[src/rtl/fetch.sv]
// Y86-64 instruction fetch stage.
// Splits the 10-byte fetch window into icode/ifun/rA/rB/valC, works out the
// next sequential PC, and flags illegal encodings and out-of-range PCs. Every
// output except halt_flag is combinational. halt_flag also includes a sticky
// register, so a halt stays visible after the fetch window moves on.
module fetch (
    input  logic         clk,
    input  logic         rst_n,
    input  logic [63:0]  PC,
    input  logic [0:79]  instr,
    output logic [3:0]   icode,
    output logic [3:0]   ifun,
    output logic [3:0]   rA,
    output logic [3:0]   rB,
    output logic [63:0]  valC,
    output logic [63:0]  valP,
    output logic         imem_error,
    output logic         instr_valid,
    output logic         halt_flag
);

    // Instruction length in bytes for each legal icode.
    function automatic logic [3:0] ilen_f(input logic [3:0] code);
        logic [3:0] len;
        case (code)
            4'h0, 4'h1, 4'h9:       len = 4'd1;
            4'h2, 4'h6, 4'hA, 4'hB: len = 4'd2;
            4'h3, 4'h4, 4'h5:       len = 4'd10;
            4'h7, 4'h8:             len = 4'd9;
            default:                len = 4'd1;
        endcase
        return len;
    endfunction

    // Whether the icode/ifun pair is a legal encoding.
    function automatic logic legal_f(input logic [3:0] code, input logic [3:0] fn);
        logic ok;
        case (code)
            4'h2, 4'h7: ok = (fn <= 4'd6);
            4'h6:       ok = (fn <= 4'd3);
            4'h0, 4'h1, 4'h3, 4'h4, 4'h5, 4'h8, 4'h9, 4'hA, 4'hB:
                        ok = (fn == 4'd0);
            default:    ok = 1'b0;
        endcase
        return ok;
    endfunction

    // Whether the instruction has a register-specifier byte.
    function automatic logic has_regs_f(input logic [3:0] code);
        logic r;
        case (code)
            4'h2, 4'h3, 4'h4, 4'h5, 4'h6, 4'hA, 4'hB: r = 1'b1;
            default:                                  r = 1'b0;
        endcase
        return r;
    endfunction

    logic [3:0]  raw_icode_s;
    logic [3:0]  raw_ifun_s;
    logic [63:0] valc_long_s;
    logic [63:0] valc_jump_s;
    logic        mem_err_s;
    logic        valid_s;
    logic        halt_now_s;
    logic        halt_r;

    // Raw field extraction and the two little-endian constant layouts.
    always_comb begin
        raw_icode_s = instr[0:3];
        raw_ifun_s  = instr[4:7];
        valc_long_s = 64'd0;
        valc_jump_s = 64'd0;
        for (int k = 0; k < 8; k++) begin
            valc_long_s[8*k +: 8] = instr[8*(k+2) +: 8];
            valc_jump_s[8*k +: 8] = instr[8*(k+1) +: 8];
        end
        mem_err_s  = (PC[63:8] != 56'd0);
        valid_s    = legal_f(raw_icode_s, raw_ifun_s);
        halt_now_s = rst_n && !mem_err_s && (raw_icode_s == 4'h0) && (raw_ifun_s == 4'h0);
    end

    // Output selection: reset, then memory error, then illegal, then normal decode.
    always_comb begin
        icode       = 4'h1;
        ifun        = 4'h0;
        rA          = 4'hF;
        rB          = 4'hF;
        valC        = 64'd0;
        valP        = 64'd0;
        imem_error  = 1'b0;
        instr_valid = 1'b1;
        halt_flag   = 1'b0;
        if (!rst_n) begin
            valP = 64'd0;
        end else if (mem_err_s) begin
            imem_error = 1'b1;
            valP       = PC;
            halt_flag  = halt_r;
        end else if (!valid_s) begin
            icode       = raw_icode_s;
            ifun        = raw_ifun_s;
            valP        = PC + 64'd1;
            instr_valid = 1'b0;
            halt_flag   = halt_r;
        end else begin
            icode = raw_icode_s;
            ifun  = raw_ifun_s;
            if (has_regs_f(raw_icode_s)) begin
                rA = instr[8:11];
                rB = instr[12:15];
            end else begin
                rA = 4'hF;
                rB = 4'hF;
            end
            case (raw_icode_s)
                4'h3, 4'h4, 4'h5: valC = valc_long_s;
                4'h7, 4'h8:       valC = valc_jump_s;
                default:          valC = 64'd0;
            endcase
            valP      = PC + {60'd0, ilen_f(raw_icode_s)};
            halt_flag = halt_r | halt_now_s;
        end
    end

    // Sticky halt: latches once a halt is decoded, cleared only by reset.
    always_ff @(posedge clk or negedge rst_n) begin
        if (!rst_n) begin
            halt_r <= 1'b0;
        end else if (halt_now_s) begin
            halt_r <= 1'b1;
        end else begin
            halt_r <= halt_r;
        end
    end

endmodule

[config.mk]
export PLATFORM = sky130hd
export DESIGN_NAME = fetch
export DESIGN_NICKNAME = d
export VERILOG_FILES = /design/src/rtl/fetch.sv
export SDC_FILE = /design/constraint.sdc
export NUM_CORES = 1
export LEC_CHECK = 0
export BUFFER_PORTS_ARGS = -buffer_cell sky130_fd_sc_hd__buf_2
export CAP_MARGIN = 10
export CORE_AREA = 3 3 112 114
export DETAILED_ROUTE_END_ITERATION = 8
export DIE_AREA = 0 0 115 117
export SLEW_MARGIN = 15
export SYNTH_ARGS = -nofsm -noshare
export SYNTH_HDL_FRONTEND = slang
export SYNTH_SLANG_ARGS = --single-unit
export TNS_END_PERCENT = 20
[constraint.sdc]
create_clock -name clk -period 5.35 [get_ports clk]
set_input_delay 0.535 -clock clk [delete_from_list [all_inputs] [get_ports clk]]
set_output_delay 0.535 -clock clk [all_outputs]
set_load 0.02 [all_outputs]
# Word-level counts from Yosys, hierarchy flattened
# Memory sizes are Yosys's and may differ from the RTL's.
# Index checks and enable logic that the tools add are counted.
# totals
register_bits,1
rom_bits,48
input_bits,146
mem_count,1
# mem_list
name,words,word_bits,rd,rd_ports_with_merged_regs,write_ports,line_no,source
(name not given),16,3,1,0,0,25,case (code)
# op_classes
n_addsub,2
n_lt_le_gt_ge,2
n_eq_ne,11
n_mux,35
bitwise,1
n_reduce_logical,12
# ops
cell,n
2-to-1 mux 64 bit,6
one-hot mux 64 bit (2 select lines),1
"adder 64 x 1 -> 64 bit, second input constant",1
adder 64 x 4 -> 64 bit,1
2-to-1 mux 4 bit,15
nonzero test 56 bit,1
"== test 4 x 3 -> 1 bit, second input constant",4
"== test 4 bit, second input constant",4
2-to-1 mux 1 bit,12
OR reduction 9 bit,1
"== test 4 x 2 -> 1 bit, second input constant",2
zero test 4 bit,2
OR reduction 7 bit,1
"== test 4 x 1 -> 1 bit, second input constant",1
"<= comparator 4 x 2 -> 1 bit, second input constant",1
"<= comparator 4 x 3 -> 1 bit, second input constant",1
OR reduction 2 bit,2
logical AND 1 bit,3
one-hot mux 1 bit (3 select lines),1
OR reduction 3 bit,1
zero test 1 bit,1
bitwise OR 1 bit,1

# Logic depth before layout (Yosys ltp)
# depth
ltp_word,10
mapped_depth,12
mapped_depth_nobuf,11

# Worst setup path after synthesis
# No wires, ideal clock.
# synth_timing
kind,in2out
from,input port instr[0] (netlist bit)
to,output port valP[8]
arrival_ns,2.908
required_ns,4.815
slack_ns,1.907
cell_stages,9
cell_sequence,clkbuf_1 -> a2111oi_0 -> o21bai_1 -> nand2_1 -> or2_2 -> fa_1 -> o21bai_1 -> nand2_1 -> o31ai_1
# synth_between
elab_chain_cells,8
elab_cells_between_ends,23
cone_classes,add/sub: 1; eq/ne: 11; mux: 7; reduce/logical: 3; memory: 1
# synth_rtl
element,line_no,source
from (decl),10,"input logic [0:79] instr,"
memory read (16 x 3 bit),-,
2-to-1 mux 4 bit,99,end else if (!valid_s) begin
2-to-1 mux 4 bit,95,end else if (mem_err_s) begin
2-to-1 mux 4 bit,93,if (!rst_n) begin
adder 64 x 4 -> 64 bit,120,"valP = PC + {60'd0, ilen_f(raw_icode_s)};"
2-to-1 mux 64 bit (*),99,
2-to-1 mux 64 bit (*),95,
2-to-1 mux 64 bit (*),93,
to (decl),16,"output logic [63:0] valP,"
# Every way passes the cells marked *; elsewhere a longest branch is shown, timed or not. The select of a mux whose other input is x is not followed.

# Worst setup path in the final report
# layout_timing
from,input port PC[9]
to,output port rB[1]
# layout_between
elab_chain_cells,3
# layout_rtl
element,line_no,source
from (decl),9,"input logic [63:0] PC,"
nonzero test 56 bit,77,mem_err_s = (PC[63:8] != 56'd0);
2-to-1 mux 4 bit,95,
2-to-1 mux 4 bit,93,
to (decl),14,"output logic [3:0] rB,"
# No other way between the ends.

==> impl_metrics.tcl <==
set metrics [dict create \
    layout_common_cells "buf_2, nor2_1, a22oi_1, and2_1" \
    postRouteAntennaNets 0 \
    syn_avg_cell_area_sq_um 5.89 \
    die_y_um 117 \
    maxSlewViolCount 0 \
    cpPeakStageDelay_ns 0.76 \
    start_util_pct 16.6 \
    path_class "in -> out" \
    end_kind "output pin" \
    cp.required_ns 4.82 \
    ys_async_sr_fraction_pct 100 \
    num-nets-final 740 \
    cts-resized-gates 0 \
    final_common_cell "buf_2" \
    hold_class "reg -> reg" \
    swShare_pct 55.8 \
    rsz0062_at_grt "no" \
    synth.distinct_cells 39 \
    fin_crit_sh_pct 71.1 \
    routed_via_density 4.64 \
    max_cap_violations 0 \
    antenna_found_initial 1 \
    dpl_cell_area_sq_um 3470 \
    area_growth_pct 81.4 \
    start_kind "input pin" \
    drt-initial-drc-count 158 \
    p_per_area_nw_per_um2 65.6 \
    gp_congestion 0.827 \
    coreArea_sq_um 11500 \
    drc 0 \
    grt_pass1_vias 2901 \
    syn_nets 475 \
    instances_no_fill 731 \
    clkPwrFrac_pct 0 \
    clk_latency_ns 0 \
    finalHoldViolCount 0 \
    rows 39 \
    clk_pin_slew_worst_paths_ns 0 \
    synthFlopType "dfrtp_1" \
    synth_warnings 0 \
    design.die.area_sq_um 13500 \
    avgRoutedWirePerCell_um 15.0 \
    crit_fanout 72 \
    worst-path-buf-inv 3 \
    largest_reg_flops 1 \
    skew_ns 0 \
    p_switching_mw 0.127 \
    cp_top_family "simple AND/OR/NAND/NOR gates" \
    synth_cells 325 \
    seq_area_frac_synth_pct 1.31 \
    vdd_drop_max_mv 0.0618 \
    leakage_nw 1.88 \
    synth-seq-cells 1 \
    postCtsSetupBuffers 0 \
    final_util_pct 30.1 \
    min_period_ns 3.81 \
    setup_viol 0 \
    top_register "halt_r" \
    p_int_mw 0.101 \
    gr-total-overflow 0 \
    maxSlewHeadroom_pct 41.3 \
    final.setup.tns_ns 0 \
    io_pins 293 \
    hold_buffers 0 \
    synth_edf_count 0 \
    routed_wl_mm 11.0 \
    vias 3393 \
    grt_util_all_layers_pct 13.5 \
    tightest_slew_ns 0.880 \
    diodes 0 \
    largestRegisters "halt_r x1" \
    dp_hpwl_mm 9.32 \
    fin_area_sq_um 3470 \
    power_frac_seq_pct 3.4 \
    die_width_um 115 \
    first_pass_iters 5 \
    max_freq_mhz 263 \
    status "finished, final reports clean" \
    worstPathCellList "buf_2, nor4_1, nand4_1, nor4_4, nand4_1, buf_4, or3_1, buf_2" \
    grt_first_pass_wirelength_mm 15.0 \
    critPathSlowestCell "nor4_4" \
    crit_arrival_ns 3.27 \
    syn_area_sq_um 1910 \
    io_buffers 292 \
    finalPower_mw 0.228 \
    placed_cells 731 \
    comb_power_share_pct 96.6 \
    drive_gt1_share_pct 51.5 \
    grt_max_degree 73 \
]
[routing by layer]
layer,vias up,GRT usage (%),wire (um)
met1,1496,17.7,4480
met3,10,2.42,982
li1,1709,-,-
met2,176,23.8,5340
met5,-,0,13
met4,2,2.03,157
[cell families (layout without fill, tap and decap cells)]
kind of cell    Yosys count  after routing  share of synthesized area (%)
compound gates           83             83                           31.8
xor+xnor                  1              1                          0.458
fa+ha+maj                 4              4                           3.01
buf+inv                  37            300                           7.52
flops                     1              1                           1.31
mux                       6              6                           3.14
simple gates            193            193                           52.8
[Yosys cell counts (3+ instances only)]
cell type	n	area [sq um]
a21o_1	3	22.5
a21oi_1	5	25.0
a22oi_1	64	480
and2_1	54	338
and3_1	6	37.5
buf_1	5	18.8
buf_2	4	20.0
clkbuf_1	23	86.3
ha_1	3	37.5
inv_1	4	15.0
mux2i_1	6	60.1
nand2_1	14	52.6
nand4_1	5	31.3
nor2_1	75	282
nor4_1	14	87.6
o21ai_0	3	15.0
or3_1	9	56.3
[per-stage QoR]
| stage | setup WS (ns) | hold slack (ns) |
|---|---|---|
| final | 1.54 | 0.461 |
| after global routing | 1.29 | 0.478 |
| after CTS | 1.44 | 0.463 |
| after detailed placement | 1.45 | 0.463 |
| after global placement | 1.54 | 0.473 |
| after floorplan | 1.91 | 0.239 |
[final cells by class]
cell class / count / area [sq um]
Multi-Input combinational cell: 287 / 1760
Tap cell: 143 / 179
Sequential cell: 1 / 25.0
Fill cell: 1330 / 8050
Inverter: 5 / 18.8
Timing Repair Buffer: 295 / 1480
[power groups by stage]
stage | Combinational (mW) | Clock, mW | Sequential (mW)
after floorplan | 0.110 | 0 | 0.00770
after global placement | 0.219 | 0 | 0.00770
after detailed placement | 0.220 | 0 | 0.00770
after CTS | 0.221 | 0 | 0.00770
after global routing | 0.241 | 0 | 0.00770
final | 0.220 | 0 | 0.00770
[worst paths after layout]
path,from,end,slack (ns),depth (start not counted)
max,PC[9],rB[1],1.54,8
min,halt_r,halt_r,0.46,1
max reg2reg,halt_r,halt_r,4.71,1
min reg2reg,halt_r,halt_r,0.46,1
max in group asynchronous,rst_n,halt_r,4.15,1
min in group asynchronous,rst_n,halt_r,0.67,1
No activity file was read; power rests on OpenSTA's default activity.
